$ cat src/rtl/seqdet_pkg.sv
// seqdet_pkg: shared sizing helper, mode constants and reset defaults for the sequence detector
package seqdet_pkg;

    function automatic int len_w(input int pat_w);
        return $clog2(pat_w + 1);
    endfunction

    localparam logic OVL_ON  = 1'b1;
    localparam logic OVL_OFF = 1'b0;

    localparam int   PAT_RST = 0;
    localparam int   LEN_RST = 0;
    localparam logic OVL_RST = OVL_ON;

endpackage

$ cat src/rtl/pattern_seqdet_if.sv
// pattern_seqdet_if: configuration, serial input and match status bundle
interface pattern_seqdet_if #(parameter int PAT_W = 8, parameter int CNT_W = 16);

    localparam int LEN_W = seqdet_pkg::len_w(PAT_W);

    logic             cfg_we;
    logic [PAT_W-1:0] cfg_pat;
    logic [LEN_W-1:0] cfg_len;
    logic             cfg_ovl;
    logic             x_valid;
    logic             x;
    logic             cnt_clr;
    logic             z;
    logic [CNT_W-1:0] match_cnt;
    logic [LEN_W-1:0] fill;

    modport master (
        output cfg_we, cfg_pat, cfg_len, cfg_ovl, x_valid, x, cnt_clr,
        input  z, match_cnt, fill
    );

    modport slave (
        input  cfg_we, cfg_pat, cfg_len, cfg_ovl, x_valid, x, cnt_clr,
        output z, match_cnt, fill
    );

endinterface

$ cat src/rtl/sat_counter.sv
// sat_counter: saturating up-counter whose clear wins over increment but still counts a coincident event
module sat_counter #(parameter int W = 16) (
    input  logic         clk,
    input  logic         rst,
    input  logic         clr,
    input  logic         inc,
    output logic [W-1:0] q
);

    // clear loads the coincident increment; otherwise count up and stick at all-ones
    always_ff @(posedge clk)
        if (rst) q <= '0;
        else if (clr) q <= W'(inc);
        else if (inc && q != '1) q <= q + 1'b1;

endmodule

$ cat src/rtl/pattern_seqdet.sv
// pattern_seqdet: run-time programmable serial pattern detector with registered match pulse
module pattern_seqdet
    import seqdet_pkg::*;
#(
    parameter int PAT_W = 8,
    parameter int CNT_W = 16
) (
    input logic clk,
    input logic rst,
    pattern_seqdet_if.slave bus
);

    localparam int LEN_W = len_w(PAT_W);

    logic [PAT_W-1:0] pat, hist, hist_n, mask;
    logic [LEN_W-1:0] len, len_c, fill, fill_n;
    logic             ovl, acc, hit, z;

    assign acc    = bus.x_valid && !bus.cfg_we;
    assign len_c  = bus.cfg_len > LEN_W'(PAT_W) ? LEN_W'(PAT_W) : bus.cfg_len;
    assign mask   = ~({PAT_W{1'b1}} << len);
    assign hist_n = (hist << 1) | PAT_W'(bus.x);
    assign fill_n = fill == len ? len : fill + 1'b1;
    assign hit    = acc && len != '0 && fill_n == len && ((hist_n ^ pat) & mask) == '0;

    // config load clears history; a non-overlap match restarts the fill from empty
    always_ff @(posedge clk)
        if (rst) begin
            pat  <= PAT_W'(PAT_RST);
            len  <= LEN_W'(LEN_RST);
            ovl  <= OVL_RST;
            hist <= '0;
            fill <= '0;
            z    <= 1'b0;
        end else if (bus.cfg_we) begin
            pat  <= bus.cfg_pat;
            len  <= len_c;
            ovl  <= bus.cfg_ovl;
            hist <= '0;
            fill <= '0;
            z    <= 1'b0;
        end else begin
            z <= hit;
            if (acc) begin
                hist <= hit && ovl == OVL_OFF ? '0 : hist_n;
                fill <= hit && ovl == OVL_OFF ? '0 : fill_n;
            end
        end

    sat_counter #(.W(CNT_W)) u_cnt (
        .clk(clk),
        .rst(rst),
        .clr(bus.cnt_clr),
        .inc(hit),
        .q(bus.match_cnt)
    );

    assign bus.z    = z;
    assign bus.fill = fill;

endmodule

$ cat src/flat_wrapper.sv
// flat-port wrapper written by rule: the top's interface ports become plain ports
module pattern_seqdet_flat import seqdet_pkg::*;
#(
    parameter int PAT_W = 8,
    parameter int CNT_W = 16
)
  (clk, rst, bus_cfg_we, bus_cfg_pat, bus_cfg_len, bus_cfg_ovl, bus_x_valid, bus_x, bus_cnt_clr, bus_z, bus_match_cnt, bus_fill);
  pattern_seqdet_if #(.PAT_W(PAT_W), .CNT_W(CNT_W)) bus_i ();
  input logic clk;
  input logic rst;
  input wire logic [$bits(bus_i.cfg_we)-1:0] bus_cfg_we;
  input wire logic [$bits(bus_i.cfg_pat)-1:0] bus_cfg_pat;
  input wire logic [$bits(bus_i.cfg_len)-1:0] bus_cfg_len;
  input wire logic [$bits(bus_i.cfg_ovl)-1:0] bus_cfg_ovl;
  input wire logic [$bits(bus_i.x_valid)-1:0] bus_x_valid;
  input wire logic [$bits(bus_i.x)-1:0] bus_x;
  input wire logic [$bits(bus_i.cnt_clr)-1:0] bus_cnt_clr;
  output wire logic [$bits(bus_i.z)-1:0] bus_z;
  output wire logic [$bits(bus_i.match_cnt)-1:0] bus_match_cnt;
  output wire logic [$bits(bus_i.fill)-1:0] bus_fill;
  assign bus_i.cfg_we = bus_cfg_we;
  assign bus_i.cfg_pat = bus_cfg_pat;
  assign bus_i.cfg_len = bus_cfg_len;
  assign bus_i.cfg_ovl = bus_cfg_ovl;
  assign bus_i.x_valid = bus_x_valid;
  assign bus_i.x = bus_x;
  assign bus_i.cnt_clr = bus_cnt_clr;
  assign bus_z = bus_i.z;
  assign bus_match_cnt = bus_i.match_cnt;
  assign bus_fill = bus_i.fill;
  pattern_seqdet #(.PAT_W(PAT_W), .CNT_W(CNT_W)) u_core (.clk(clk), .rst(rst), .bus(bus_i));
endmodule
$ cat config.mk
export PLATFORM = sky130hd
export DESIGN_NAME = pattern_seqdet_flat
export DESIGN_NICKNAME = d
export VERILOG_FILES = /design/src/rtl/seqdet_pkg.sv /design/src/rtl/pattern_seqdet_if.sv /design/src/rtl/sat_counter.sv /design/src/rtl/pattern_seqdet.sv /design/src/flat_wrapper.sv
export SDC_FILE = /design/constraint.sdc
export NUM_CORES = 1
export LEC_CHECK = 0
export BUFFER_PORTS_ARGS = -buffer_cell sky130_fd_sc_hd__buf_4
export CORE_MARGIN = 2
export CORE_UTILIZATION = 38
export DETAILED_ROUTE_END_ITERATION = 6
export GPL_TIMING_DRIVEN = 0
export SLEW_MARGIN = 0
export SYNTH_ARGS = -nofsm -noshare
export SYNTH_HDL_FRONTEND = slang
export SYNTH_SLANG_ARGS = --single-unit
export TNS_END_PERCENT = 50
$ cat constraint.sdc
create_clock -name clk -period 2.45 [get_ports clk]
set_input_delay 0.245 -clock clk [delete_from_list [all_inputs] [get_ports clk]]
set_output_delay 0.245 -clock clk [all_outputs]
set_load 0.01 [all_outputs]
==> Yosys cells after proc, flatten, opt, wreduce, memory -nomap -nowiden <==
Cells that the tools add are included.
{ "word_totals": {"reg_bits": 41, "in_bits": 19, "output_inout_bits": 21, "wordCells": 38} }
{ "classes": {"mux": 6, "n_lt_le_gt_ge": 1, "n_eq_ne": 3, "n_reduce_logical": 12, "bitwise": 5, "shift": 1, "add_sub_neg": 2} }
{ "op_table": {"columns": ["operator", "n"], "rows": [
  ["$add A16 B1 Y16 const B", 1],
  ["$ne A16 B16 Y1 const B", 1],
  ["$mux W4", 3],
  ["$and A8 B8 Y8", 1],
  ["$eq A4 B4 Y1", 2],
  ["$logic_not A8 Y1", 1],
  ["$not A8 Y8", 1],
  ["$or A8 B1 Y8", 1],
  ["$shl A8 B4 Y8 const A", 1],
  ["$xor A8 B8 Y8", 1],
  ["$mux W7", 1],
  ["$logic_and A1 B1 Y1", 6],
  ["$add A4 B1 Y4 const B", 1],
  ["$gt A4 B4 Y1 const B", 1],
  ["$reduce_bool A4 Y1", 1],
  ["$reduce_or A2 Y1", 2],
  ["$mux W1", 2],
  ["$reduce_bool A2 Y1", 1],
  ["$logic_not A1 Y1", 1],
  ["$not A1 Y1", 1]
]} }

==> Longest topological paths before layout <==
{ "depth": {"ltp_word": 8, "depth_mapped": 9, "ltp_nobuf": 7} }

==> Modules after synthesis <==
From an unflattened synthesis, not the netlist that was laid out.
{ "unflattened": {"hier_cells": 235, "hier_area_um2": 2130.8} }
{ "modules_own_cells": {"columns": ["module", "area_each_um2", "seq_area_each_um2", "n_inst", "cells_per_inst"], "rows": [
  ["pattern_seqdet", 1320.0, 500.5, 1, 142],
  ["sat_counter", 810.8, 320.3, 1, 93]
]} }

==> Worst setup path before layout <==
No wires, ideal clock.
{ "synth_timing": {"kind": "flip-flop to flip-flop", "startpoint": "register u_core.len[3]", "endpoint": "register u_core.u_cnt.q[7]", "setup_time_ns": 0.134, "path_buffers": 2, "t_required_ns": 2.316, "t_arrival_ns": 1.927, "period_less_slack_ns": 2.062, "path_slack_ns": 0.388, "stages_incl_launch_ff": 9, "cell_sequence": "dfxtp_1 > buf_6 > xor2_2 > nor4_4 > a41o_2 > nand4_4 > buf_6 > o311ai_1 > o41ai_2"} }
{ "synth_via": {"elab_chain_cells": 6, "word_cells_on_any_way": 12, "cone_classes": "eq/ne (2); shift (1); mux (1); bitwise (2); reduce/logical (6)"} }
{ "synth_rtl": {"columns": ["item", "line", "rtl"], "rows": [
  ["from (decl)", "pattern_seqdet.sv:16", "logic [LEN_W-1:0] len, len_c, fill, fill_n;"],
  ["from (signal assigned)", "pattern_seqdet.sv:30", "len <= LEN_W'(LEN_RST);"],
  ["from (signal assigned)", "pattern_seqdet.sv:37", "len <= len_c;"],
  ["$shl A8 B4 Y8 / $eq A4 B4 Y1 (equally long branches)", "pattern_seqdet.sv:21, pattern_seqdet.sv:23", null],
  ["$not A8 Y8 / $mux W4 (equally long branches)", "pattern_seqdet.sv:21, pattern_seqdet.sv:23", null],
  ["$and A8 B8 Y8 / $eq A4 B4 Y1 (equally long branches)", "pattern_seqdet.sv:24", "assign hit = acc && len != '0 && fill_n == len && ((hist_n ^ pat) & mask) == '0;"],
  ["$logic_not A8 Y1 / $logic_and A1 B1 Y1 (equally long branches)", "pattern_seqdet.sv:24", null],
  ["$logic_and A1 B1 Y1 (*)", "pattern_seqdet.sv:24", null],
  ["$logic_and A1 B1 Y1 (*)", "sat_counter.sv:14", "else if (inc && q != '1) q <= q + 1'b1;"],
  ["to (signal assigned)", "sat_counter.sv:13", "else if (clr) q <= W'(inc);"],
  ["to (signal assigned)", "sat_counter.sv:14", null],
  ["to (decl)", "sat_counter.sv:7", "output logic [W-1:0] q"]
]} }
Every way passes the cells marked *; elsewhere a longest branch is shown, timed or not.
A chain may end at the register's enable or synchronous reset.

==> Worst setup path in the final report <==
{ "layout_timing": {"startpoint": "register u_core.len[1]", "endpoint": "register u_core.u_cnt.q[7]"} }
The elaborated chain is that of the path after synthesis.

==> impl_metrics.env <==
export IMPL_status="finished clean"
export IMPL_core_area_mm2=0.00544
export IMPL_path_clk_slew_ns=0.08
export IMPL_finalWeightedCongestion=0.795
export IMPL_vias_per_cell=5.25
export IMPL_slowest_delay_ns=0.42
export IMPL_hold_depth=3
export IMPL_required_ns=2.62
export IMPL_start_util_pct=38.7
export IMPL_worst_path_buf_inv=2
export IMPL_worstHoldStart="bus_cfg_pat[7]"
export IMPL_wire_per_inst_um=14.1
export IMPL_crit_chain="buf_2 -> xor2_1 -> nor4_4 -> a41o_2 -> nand4_4 -> buf_6 -> o311ai_1 -> o41ai_2"
export IMPL_num_vias=1905
export IMPL_holdCritPathClass="input pin to flip-flop"
export IMPL_grt_pass1_wl_mm=8.31
export IMPL_avgSynthCellArea_um2=8.69
export IMPL_fin_tns_setup_ns=0
export IMPL_ys_types=42
export IMPL_place_area_mm2=0.00248
export IMPL_stdcell_count=363
export IMPL_syn_area_mm2=0.00210
export IMPL_io_pins=40
export IMPL_cts_tree="yes"
export IMPL_drt_antenna_violating_nets=0
export IMPL_seq_area_frac_synth_pct=39.0
export IMPL_synthFlopType="dfxtp_1"
export IMPL_reg2regPathDepth=8
export IMPL_cp_end_kind="flip-flop"
export IMPL_vdd_drop_max_v=0.000302
export IMPL_final_area_mm2=0.00264
export IMPL_period_share_pct=95.7
export IMPL_p_leak_nw=1.02
export IMPL_cts_sinks=41
export IMPL_synth_seq_cells=41
export IMPL_syn_instance_count=242
export IMPL_worst_pin_slew_ns=0.631
export IMPL_syn_nets=263
export IMPL_dpl_hpwl_mm=3.64
export IMPL_whs_ns=0.190
export IMPL_rsz0062_at_grt="no"
export IMPL_antenna_found_initial=0
export IMPL_async_flop_share_pct=0
export IMPL_synth_edff_count=0
export IMPL_post_place_cells=352
export IMPL_grt_pass1_vias=1720
export IMPL_drv_cap=0
export IMPL_dieArea_mm2=0.00615
export IMPL_crit_family="compound AO/OA/AOI/OAI gates"
export IMPL_crit_arrival_ns=2.51
export IMPL_clock_skew_final_ns=0.0105
export IMPL_clockBufferDepth=2
export IMPL_drv_slew=0
export IMPL_htreeDepth=2
export IMPL_die_w_um=78.4
export IMPL_crit_path_top_delay_cell="nor4_4"
export IMPL_port_buffers=38
export IMPL_drc=0
export IMPL_grt_max_degree=14
export IMPL_period_needed_ns=2.34
export IMPL_relSlewSlack_pct=58.0
export IMPL_n_fill_cell=558
export IMPL_drtIter0Drc=107
export IMPL_yosysWarnings=0
export IMPL_worstSetupPathType="flip-flop to flip-flop"
export IMPL_cp_start_kind="flip-flop"
export IMPL_p_per_area_mw_per_mm2=576
export IMPL_grt_total_usage_pct=17.0
export IMPL_setup_violations=0
export IMPL_area_delta_synth_final_pct=25.3
export IMPL_worstPathMaxFanout=10
export IMPL_overflow=0
export IMPL_num_rows=27
export IMPL_drive_gt1_share_pct=21.6
export IMPL_r2r_start="u_core.len[1]$_SDFFE_PP0P_"
export IMPL_clock_root_buffer="clkbuf_8"
export IMPL_numCtsBuffers=5
export IMPL_r2r_end="u_core.u_cnt.q[7]$_SDFFE_PP0P_"
export IMPL_fmax_mhz=427
export IMPL_dp_slack_ns=0.0427
export IMPL_dr_pass1_iters=4
export IMPL_ff2ff_setup_slack_ns=0.11
export IMPL_die_h_um=78.4
export IMPL_clock_latency_ns=0.30
export IMPL_holdPathEnd="u_core.pat[7]$_SDFFE_PP0P_"
export IMPL_nets=311
export IMPL_hold_viol_final=0
export IMPL_diodes=0
export IMPL_fin_ws_ns=0.105
export IMPL_drt_wl_total_mm=5.13
placed cells by master (no fill, tap or decap), types with 3 or more instances in the layout:
cell	instances
a21oi_1	17
and3_1	4
and4_1	3
buf_2	3
buf_4	41
buf_6	3
clkbuf_1	7
clkbuf_8	5
dfxtp_1	41
inv_1	7
mux2i_1	11
nand2_1	27
nand3_1	8
nand3b_1	4
nor2_1	18
o21ai_0	12
o22ai_1	12
o31ai_1	6
or3_1	7
or4_1	6
xnor2_1	8
xor2_1	7
per-layer routing:
metal | GRT usage [%] | up-vias | wire length [um]
met5 | 0 | - | 0
met4 | 4.21 | 0 | 54
met3 | 3.79 | 6 | 208
met2 | 26.5 | 39 | 2280
met1 | 23.9 | 882 | 2590
li1 | - | 978 | -
power by group:
| part | total [mW] | internal, mW | switching, mW | leakage [nW] |
|---|---|---|---|---|
| Clock | 0.651 | 0.405 | 0.246 | 0.0681 |
| Sequential | 0.693 | 0.680 | 0.0124 | 0.333 |
| Combinational | 0.174 | 0.0841 | 0.0901 | 0.620 |
| Total | 1.52 | 1.17 | 0.348 | 1.02 |
cell type report:
cell class | instances | area (um^2) | share of cell area [%]
multi-input combinational | 179 | 1170 | 44.5
sequential | 41 | 821 | 31.1
timing repair buffer | 41 | 308 | 11.7
tap | 72 | 90.1 | 3.42
buffer | 15 | 82.6 | 3.13
clock buffer | 5 | 68.8 | 2.61
clock inverter | 3 | 65.1 | 2.47
inverter | 7 | 26.3 | 0.997
tightest hold or removal path: cells and delay by family:
kind                   cells  cell delay [ns]
AND/OR/NAND/NOR            1             0.07
multiplexers               1             0.05
buffers and inverters      1             0.07
Yosys cell counts (all sizes together) (7+ instances only):
library cell / count / area [um^2]
buf: 8 / 56.3
clkbuf: 7 / 26.3
mux2i: 11 / 110
o21ai: 12 / 60.1
nand3: 8 / 40.0
or3: 7 / 43.8
inv: 7 / 26.3
nor2: 18 / 67.6
o22ai: 12 / 75.1
xnor2: 8 / 70.1
nand2: 27 / 101
dfxtp: 41 / 821
xor2: 8 / 77.6
a21oi: 17 / 85.1
registers in the layout, summed over array words and instances, names as in the netlist:
| register | count |
|---|---|
| u_core.len | 4 |
| u_core.pat | 8 |
| u_core.hist | 7 |
| u_core.bus.z | 1 |
| u_core.bus.fill | 4 |
| u_core.ovl | 1 |
| u_core.u_cnt.q | 16 |
cells by family after synthesis:
group                      Yosys count  synth area share, %
and+or+nand+nor                     91                 24.5
xor gates and xnor gates            16                 7.02
buffers and inverters               22                 5.18
AOI/OAI and AO/OA                   58                 17.3
DFF                                 41                 39.0
muxes                               12                 5.77
adders and majority gates            2                 1.19
how the worst max path moves through the flow:
stage          depth (start not counted)                            start                         endpoint
2_1_floorplan                          8       u_core.len[3]$_SDFFE_PP0P_   u_core.u_cnt.q[7]$_SDFFE_PP0P_
3_3_place_gp                           8       u_core.len[3]$_SDFFE_PP0P_   u_core.u_cnt.q[7]$_SDFFE_PP0P_
3_5_place_dp                           8       u_core.len[3]$_SDFFE_PP0P_   u_core.u_cnt.q[7]$_SDFFE_PP0P_
4_1_cts                                8       u_core.len[3]$_SDFFE_PP0P_   u_core.u_cnt.q[7]$_SDFFE_PP0P_
5_1_grt                                8  u_core.bus.fill[0]$_SDFFE_PP0P_  u_core.u_cnt.q[15]$_SDFFE_PP0P_
6_report                               8       u_core.len[1]$_SDFFE_PP0P_   u_core.u_cnt.q[7]$_SDFFE_PP0P_
through the flow:
| stage | power (mW) | util, % |
|---|---|---|
| after CTS | 1.51 | 48.0 |
| after global routing | 1.58 | 48.4 |
| after global placement | 0.869 | 45.6 |
| after detailed placement | 0.870 | 45.6 |
| after floorplan | 0.815 | - |
| final | 1.52 | 48.4 |
what timing repair did:
item	CTS	global route
setup buffers	0	3
setup endpoints to repair	0	5
resized for setup	0	0
hold buffers	0	0
No activity file was read; power rests on OpenSTA's default activity.
